`src/rtl/mips_pipe_pkg.sv`:
```
// Shared types and constants for the 5-stage MIPS pipeline control blocks.
// Holds the sequencing-state encoding, the register-index width and the mul/div default latency.
package mips_pipe_pkg;

  localparam int REG_W          = 5;
  localparam int MD_LATENCY_DEF = 4;
  localparam int MD_CNT_W       = 4;

  typedef enum logic [1:0] {
    RUN      = 2'd0,
    MD_BUSY  = 2'd1,
    MEM_WAIT = 2'd2
  } pipe_state_e;

endpackage

```
`src/rtl/md_busy_timer.sv`:
```
// Loadable saturating down-counter that tracks the remaining mul/div occupancy of EX.
// Load has priority over tick; the count takes effect on the next clock and holds at zero.
module md_busy_timer
  import mips_pipe_pkg::*;
#(
  parameter int W = MD_CNT_W
) (
  input  logic         clk,
  input  logic         rst,
  input  logic         load,
  input  logic [W-1:0] load_val,
  input  logic         tick,
  output logic [W-1:0] cnt,
  output logic         zero
);

  assign zero = (cnt == '0);

  always_ff @(posedge clk or negedge rst) begin
    if (!rst) begin
      cnt <= '0;
    end else if (load) begin
      cnt <= load_val;
    end else if (tick && !zero) begin
      cnt <= cnt - 1'b1;
    end
  end

endmodule

```
`src/rtl/hazard_stall_ctrl.sv`:
```
// Pipeline sequencing controller: load-use / branch-operand stalls, branch flush, mul/div EX occupancy, dmem wait.
// Controls are combinational from state and inputs (zero latency); a pending memory access freezes everything up to MEM/WB.
module hazard_stall_ctrl
  import mips_pipe_pkg::*;
#(
  parameter int MD_LATENCY = MD_LATENCY_DEF,
  parameter int CNT_W      = 16
) (
  input  logic             clk,
  input  logic             rst,
  input  logic [REG_W-1:0] id_Rs,
  input  logic [REG_W-1:0] id_Rt,
  input  logic             id_usesRt,
  input  logic             id_isBranch,
  input  logic             id_isMulDiv,
  input  logic             branchTaken,
  input  logic             id_exMemRead,
  input  logic             id_exRegWrite,
  input  logic [REG_W-1:0] id_exRd,
  input  logic             ex_memMemRead,
  input  logic             ex_memMemWrite,
  input  logic [REG_W-1:0] ex_memRd,
  input  logic             dmem_ready,
  output logic             pcWrite,
  output logic             if_idWrite,
  output logic             if_idFlush,
  output logic             id_exWrite,
  output logic             id_exBubble,
  output logic             ex_memWrite,
  output logic             ex_memBubble,
  output logic             mem_wbBubble,
  output logic             md_start,
  output logic             md_busy,
  output logic [CNT_W-1:0] stall_cycles
);

  localparam logic [MD_CNT_W-1:0] MD_RELOAD = MD_CNT_W'(MD_LATENCY - 1);
  localparam bit                  MD_MULTI  = (MD_LATENCY > 1);

  pipe_state_e         state, state_nxt;
  logic                md_pend, md_pend_nxt;
  logic [MD_CNT_W-1:0] md_cnt;
  logic                md_zero;
  logic                md_load;
  logic                md_tick;
  logic                lu, br_ex, br_mem, stall_id, mem_hold;

  // Register 0 is hardwired, so a write to it never creates a dependency.
  assign lu = id_exMemRead && (id_exRd != '0) &&
              ((id_exRd == id_Rs) || (id_usesRt && (id_exRd == id_Rt)));
  assign br_ex = id_isBranch && id_exRegWrite && (id_exRd != '0) &&
                 ((id_exRd == id_Rs) || (id_exRd == id_Rt));
  assign br_mem = id_isBranch && ex_memMemRead && (ex_memRd != '0) &&
                  ((ex_memRd == id_Rs) || (ex_memRd == id_Rt));
  assign stall_id = lu || br_ex || br_mem;
  assign mem_hold = (ex_memMemRead || ex_memMemWrite) && !dmem_ready;

  always_comb begin
    pcWrite      = 1'b1;
    if_idWrite   = 1'b1;
    if_idFlush   = 1'b0;
    id_exWrite   = 1'b1;
    id_exBubble  = 1'b0;
    ex_memWrite  = 1'b1;
    ex_memBubble = 1'b0;
    mem_wbBubble = 1'b0;
    md_start     = 1'b0;
    md_load      = 1'b0;
    state_nxt    = state;
    md_pend_nxt  = md_pend;

    if (mem_hold) begin
      pcWrite      = 1'b0;
      if_idWrite   = 1'b0;
      id_exWrite   = 1'b0;
      ex_memWrite  = 1'b0;
      mem_wbBubble = 1'b1;
      state_nxt    = MEM_WAIT;
      md_pend_nxt  = (state == MD_BUSY) || ((state == MEM_WAIT) && md_pend);
    end else begin
      case (state)
        MEM_WAIT: begin
          state_nxt = (md_pend && !md_zero) ? MD_BUSY : RUN;
        end
        MD_BUSY: begin
          pcWrite      = 1'b0;
          if_idWrite   = 1'b0;
          id_exWrite   = 1'b0;
          ex_memBubble = 1'b1;
          // Leave as the count reaches zero so the following RUN cycle releases the result.
          if (md_zero || (md_cnt == MD_CNT_W'(1))) begin
            state_nxt = RUN;
          end
        end
        default: begin
          if (stall_id) begin
            pcWrite     = 1'b0;
            if_idWrite  = 1'b0;
            id_exBubble = 1'b1;
          end else begin
            if_idFlush = branchTaken;
            if (id_isMulDiv) begin
              md_start  = 1'b1;
              md_load   = MD_MULTI;
              state_nxt = MD_MULTI ? MD_BUSY : RUN;
            end
          end
        end
      endcase
    end
  end

  assign md_tick = (state != RUN);
  assign md_busy = (state == MD_BUSY);

  md_busy_timer #(
    .W(MD_CNT_W)
  ) u_md_timer (
    .clk      (clk),
    .rst      (rst),
    .load     (md_load),
    .load_val (MD_RELOAD),
    .tick     (md_tick),
    .cnt      (md_cnt),
    .zero     (md_zero)
  );

  always_ff @(posedge clk or negedge rst) begin
    if (!rst) begin
      state   <= RUN;
      md_pend <= 1'b0;
    end else begin
      state   <= state_nxt;
      md_pend <= md_pend_nxt;
    end
  end

  always_ff @(posedge clk or negedge rst) begin
    if (!rst) begin
      stall_cycles <= '0;
    end else if (!pcWrite && (stall_cycles != '1)) begin
      stall_cycles <= stall_cycles + 1'b1;
    end
  end

endmodule

```
`config.mk`:
```
export PLATFORM = sky130hd
export DESIGN_NAME = hazard_stall_ctrl
export DESIGN_NICKNAME = d
export VERILOG_FILES = /design/src/rtl/mips_pipe_pkg.sv /design/src/rtl/md_busy_timer.sv /design/src/rtl/hazard_stall_ctrl.sv
export SDC_FILE = /design/constraint.sdc
export NUM_CORES = 1
export LEC_CHECK = 0
export CORE_AREA = 8 8 71 73
export CTS_BUF_LIST = sky130_fd_sc_hd__clkbuf_8
export CTS_CLUSTER_SIZE = 14
export DETAILED_ROUTE_END_ITERATION = 10
export DIE_AREA = 0 0 79 81
export MAX_ROUTING_LAYER = met4
export PLACE_DENSITY = 0.75
export SLEW_MARGIN = 25
export SYNTH_ARGS = -nofsm -noshare
export SYNTH_HDL_FRONTEND = slang
export SYNTH_SLANG_ARGS = --single-unit
```
`constraint.sdc`:
```
create_clock -name clk -period 2.3 [get_ports clk]
set_input_delay 0.46 -clock clk [delete_from_list [all_inputs] [get_ports clk]]
set_output_delay 0.46 -clock clk [all_outputs]
set_load 0.05 [all_outputs]
```
==> reports/summary.txt <==
Outcome: finished with violations
Failing checks: negative setup slack
Antenna cells: 0
Switching share of power: 45.40%
Gpl congestion: 0.8448
Cells after Synth: 166
Max-cap viol count: 0
Fin crit share: 112.3%
Final core occ: 65.86%
Critical Path Sink: if_idWrite
Worst reg2reg setup slack: 320 ps
Final nets: 293
Comb power frac: 61.9%
Startpoint Class: input pin
DP HPWL: 3588 microns
Synth area leader: dfrtp_1
# port buffers: 56
GRT Util Overall: 14.68%
Worst r2r dst: stall_cycles[15]
F_max: 387.3 MHz
Total internal power: 1.292 mW
Via density: 4.882
Synthesis Warnings: 0
Setup TNS Final: -1262 ps
Yosys top cell area share: 37.25%
Placed Cells: 298
Drt initial violations: 22
Final min period: 2582 ps
CTS Buf Count: 3
Std-Cell Core Area: 0.003914 sq mm
Worst-margin pin slew: 510.3 ps
Worst EP required: 1840 ps
IO Count: 57
Setup Viol. Count Final: 5
H-tree levels: 1
Starting density of the core: 39.48%
First-pass GRT wire length: 7383 microns
Drt first pass iters: 4
Seq/Total Area, Yosys: 37.25%
Root Driver: clkbuf_8
Skew-Pair Late Insertion Delay: 270 ps
Final setup margin: -282.3 ps
Clk network pwr share: 10.8%
Gr ovfl total: 0
Slew margin rel.: 65.87%
Residual DRC: 0
Leak: 1.175 nW
Max-slew violation count: 0
Layout area overhead: 66.80%
CP startpoint: id_Rs[2]
Clock skew: 6.823 ps
Fraction of layout cells with a size suffix above 1: 32.28%
Psw: 1.074 mW
Post-synth EDFFs: 0
Routed wire length: 4330 microns
Minimum hold slack: 505.7 ps
Maximum VDD drop: 803.6 uV
Vias in the first global route: 1612
Clock Tree Buf Depth: 2
Synth cell types: 39
Final Hold Viols: 0
P per Cell Area: 918.0 mW/mm^2
Via count: 1484
Cell Area, Synth: 0.001545 sq mm
Worst Path Max Fanout: 4
Initial antenna violation count: 0
WL/cell: 14.24 microns
CP arrival: 2120 ps
Synth Flop Type: dfrtp_1
Hold crit path type: flip-flop to flip-flop
CP Capture Type: output pin
Reg clk slew, reported paths: 80 ps
Worst hold start: md_pend
Fin cells: 304
Post-synth ARST share: 100.0%
Die W: 79 microns
WS Path Type: input pin to output pin
Syn Area/Cell: 9.309 sq um
Syn Nets: 204
Sequential Power Share: 27.3%
Final ANT Viol Nets: 0
Flops & latches, synth: 23
CTS tree: done
Die area: 0.006399 sq mm
Top cells by area, synth: dfrtp_1 (37%), xnor2_1 (18%), ha_1 (5.7%)
RSZ-0062 raised after global routing: true
CTS Sinks: 23
PnR Total Power: 2.366 mW
Largest net degree at the start of global routing: 24
FF-to-FF path depth: 9
Std cell rows: 23
RR Startpoint: state[0]
Die height: 81 microns
[routing by layer]
layer | routed length, microns | GRT usage (%)
met3 | 228 | 3.753
met2 | 2264 | 25.72
met4 | 17 | 2.222
met1 | 1820 | 16.78
met5 | 0 | -
[sequential cells by signal, indices dropped and copies added, names as in the netlist]
name,count
stall_cycles,16
md_pend,1
u_md_timer.cnt,4
state,2
[worst min path at each step]
stage                        to  depth (start not counted)
2_1_floorplan           md_pend                          0
3_3_place_gp            md_pend                          2
3_5_place_dp            md_pend                          2
4_1_cts                 md_pend                          2
5_1_grt        stall_cycles[15]                          1
6_report                md_pend                          2
[cell families after synthesis]
kind of cell	share of synthesized area, %
AO/OA/AOI/OAI	8.988
XOR/XNOR	20.97
adder cells (fa/ha/maj)	5.668
buffers and inverters	4.535
flip-flops	37.25
multiplexers	1.457
AND/OR/NAND/NOR	21.13
[timing repair]
action / CTS / global route
endpoints found under the setup margin: 16 / 7
pin swaps: 12 / 11
gates cloned: 0 / 0
hold buffers: 0 / 0
gates resized for setup: 55 / 16
buffers inserted: 2 / 1
[critical path, cell delays in order]
cell and delay [ps]:
clkdlybuf4s50_1 500, xnor2_1 130, nand3_1 120, o22ai_2 190, a22oi_2 150, o21ai_2 220
clkinvlp_4 170, buf_12 170
[through the flow]
step / worst slack (ps) / instance area, sq um
after floorplan: -257.3 / 1584
after global placement: -600.2 / 2472
after detailed placement: -636.6 / 2472
after CTS: -328.1 / 2552
after global routing: -355.9 / 2577
final: -282.3 / 2577
[area by class of cell]
| cell class | instances | area (sq um) |
|---|---|---|
| Clock buffer | 3 | 41.29 |
| Tap cell | 50 | 62.56 |
| Inverter | 10 | 45.04 |
| Timing Repair Buffer | 89 | 873.3 |
| Multi-Input combinational cell | 128 | 974.7 |
| Clock inverter | 1 | 5.005 |
| Fill cell | 332 | 1336 |
| Sequential cell | 23 | 575.6 |
[synth_stat cells (2+ instances only)]
library cell	number
xnor2_1	32
nor3_1	3
ha_1	7
nand4_1	9
o21ai_0	3
nand2_1	12
and3_1	4
nor4_1	2
nand3_1	11
o211ai_1	2
xor2_1	5
dfrtp_1	23
nor2_1	12
buf_2	2
inv_1	10
a21oi_1	5
and2_1	2
[power groups by stage]
| stage | registers, mW | clock network, mW | logic [mW] |
|---|---|---|---|
| after floorplan | 0.821 | 0 | 0.737 |
| after global placement | 0.649 | 0 | 1.42 |
| after detailed placement | 0.651 | 0 | 1.46 |
| after CTS | 0.649 | 0.261 | 1.47 |
| after global routing | 0.669 | 0.270 | 1.58 |
| final | 0.647 | 0.255 | 1.46 |
[placed cells by master (no fill, tap or decap), types with 7 or more instances in the layout]
master           synthesis  routed
inv_1                   10       8
buf_4                    1      35
nand2_1                 12      11
nor2_1                  12      10
nand3_1                 11      10
dfrtp_1                 23      23
buf_12                   0       8
xnor2_1                 32      30
nand4_1                  9       9
clkdlybuf4s50_1          0      25
ha_1                     7       7
Power figures use the tool's default switching activity.
==> RTL edit (same flow settings) <==
Make the reset (`rst`) synchronous in 3 clocked blocks.
--- a/src/rtl/md_busy_timer.sv
+++ b/src/rtl/md_busy_timer.sv
@@ -18,3 +18,3 @@
 
-  always_ff @(posedge clk or negedge rst) begin
+  always_ff @(posedge clk) begin
     if (!rst) begin
--- a/src/rtl/hazard_stall_ctrl.sv
+++ b/src/rtl/hazard_stall_ctrl.sv
@@ -127,3 +127,3 @@
 
-  always_ff @(posedge clk or negedge rst) begin
+  always_ff @(posedge clk) begin
     if (!rst) begin
@@ -137,3 +137,3 @@
 
-  always_ff @(posedge clk or negedge rst) begin
+  always_ff @(posedge clk) begin
     if (!rst) begin
Check against the original RTL: differs if rst is asserted again (counterexample within 4 cycles, from zero or initial values and one cycle with rst low); with rst held inactive, the same outputs for 10 cycles.
==> RTL edit against the original RTL <==
The flow still finishes with violations (negative setup slack). Sequential cell count is the same. Final area grew 5.5%. Sequential share of layout area shrank 5.4 points. Critical path depth is the same. Setup slack gained 100 ps. Routed wire length grew 17%. Area after synthesis grew 5.6%. Synthesized cell count grew 25%. Global-route usage grew 1.1 points.
Power is not compared: it rests on default switching activity, and its combinational part moved more than twofold at a synthesized area within 25%.
==> RTL edit: results (changes against the original RTL) <==
| Metric | Value |
|---|---|
| Fin area | 2720 sq um (+5.5%) |
| First-pass GRT wire length | 8020 um (+8.6%) |
| Setup TNS | -858 ps (+404 ps) |
| DR iter-0 viols | 60 (+170%) |
| Fraction of standard cell area in multi-input logic | 44.8% (+7.0 points) |
| Worst hold start | stall_cycles[6] |
| Non-CTS buffers | 95 (+6.7%) |
| Met3 routed WL | 287 um (+26%) |
| Placer Congestion | 0.854 (+1.1%) |
| Synth Net Count | 244 (+20%) |
| Final setup viols | 5 (unchanged) |
| Worst reg2reg path depth | 6 (-3) |
| Fillers | 328 (-1.2%) |
| GR Util met1 | 18.5% (+1.8 points) |
| Metal1 wirelength | 2290 um (+26%) |
| Data arrival time of the critical path | 2020 ps (-100 ps) |
| Post-CTS Resized | 57 (+3.6%) |
| Worst Skew | 5.50 ps (-1.33 ps) |
| M2 GR Usage | 26.2% (+0.49 points) |
| Violated checks | negative setup slack |
| Worst Tran Pin Value | 722 ps (+212 ps) |
| Post-Syn Area per Cell | 7.88 sq um (-15%) |
| Sequential share of cell area | 16.9% (-5.4 points) |
| Main flop type after synthesis | dfxtp_1 |
| Post-synth top cells | nand2_1 (28), dfxtp_1 (23), xnor2_1 (20) |
| DP Area | 2570 sq um (+3.8%) |
| Share of the synthesized area in the top cell type | 28.2% (-9.0 points) |
| Multi-input logic cell count | 167 (+30%) |
| Worst Setup EP | pcWrite |
| Met2 routed WL | 2450 um (+8.0%) |
| Reg2reg end | stall_cycles[15] |
| Non-clk buf share | 32.8% (-1.1 points) |
| Top cell family by delay on the critical path | simple AND/OR/NAND/NOR gates |
| GRT Overall Usage | 15.7% (+1.1 points) |
| Max Used Layer | met4 |
| Setup WS pre-CTS | -605 ps (+31.2 ps) |
| Non-clk invs | 9 (-1) |
| Layout cells sized above 1 | 29.9% (-2.4 points) |
| Pin count of the biggest net entering global routing | 19 (-21%) |
| Worst path max stage delay | 540 ps (+40 ps) |
| WHS Endpoint | stall_cycles[6] |
| Met3 usage | 3.64% (-0.11 points) |
| Status | finished, violations left |
| Sequential element share of the synthesized area | 28.2% (-9.0 points) |
| Ranking of synthesized cells by area | dfxtp_1 (28%), xnor2_1 (11%), mux2i_1 (8.0%), nand2_1 (6.4%), ha_1 (4.6%) |
| Detailed Place HPWL | 3840 um (+7.0%) |
| Synth cell types | 40 (+2.6%) |
| Worst hold margin | 491 ps (-15.2 ps) |
| CP max stage cell | or4_4 |
| Placed Cells | 340 (+14%) |
| Setup slack after layout | -181 ps (+102 ps) |
| H-tree depth | 1 (unchanged) |
| FFs w/ async S/R, synth | 0% (-100 points) |
==> RTL edit: cell count changes after synthesis, sizes merged, moves of 3 or more <==
cell,unedited run,this run
dfrtp,23,0
dfxtp,0,23
nand2,13,28
mux2i,0,13
xnor2,32,20
nand2b,1,12
a21oi,5,13
nor3,3,10
clkbuf,1,5
nand4,9,5
o31ai,0,3
==> RTL edit: logic make-up (layout without fill, tap and decap cells) <==
| kind of cell | after synthesis | after routing | share of synthesized area (%) |
|---|---|---|---|
| adder cells (fa/ha/maj) | 6 | 6 | 4.60 |
| AND/OR/NAND/NOR | 93 | 93 | 29.4 |
| flip-flops | 23 | 23 | 28.2 |
| multiplexers | 13 | 13 | 7.98 |
| XOR/XNOR | 23 | 23 | 12.3 |
| AO/OA/AOI/OAI | 32 | 32 | 12.7 |
| buffers and inverters | 17 | 108 | 4.68 |
==> RTL edit: power breakdown <==
| group | switching (uW) | internal (uW) |
|---|---|---|
| Clock | 135 | 120 |
| Sequential | 25.9 | 426 |
| Combinational | 329 | 295 |
| Total | 490 | 840 |
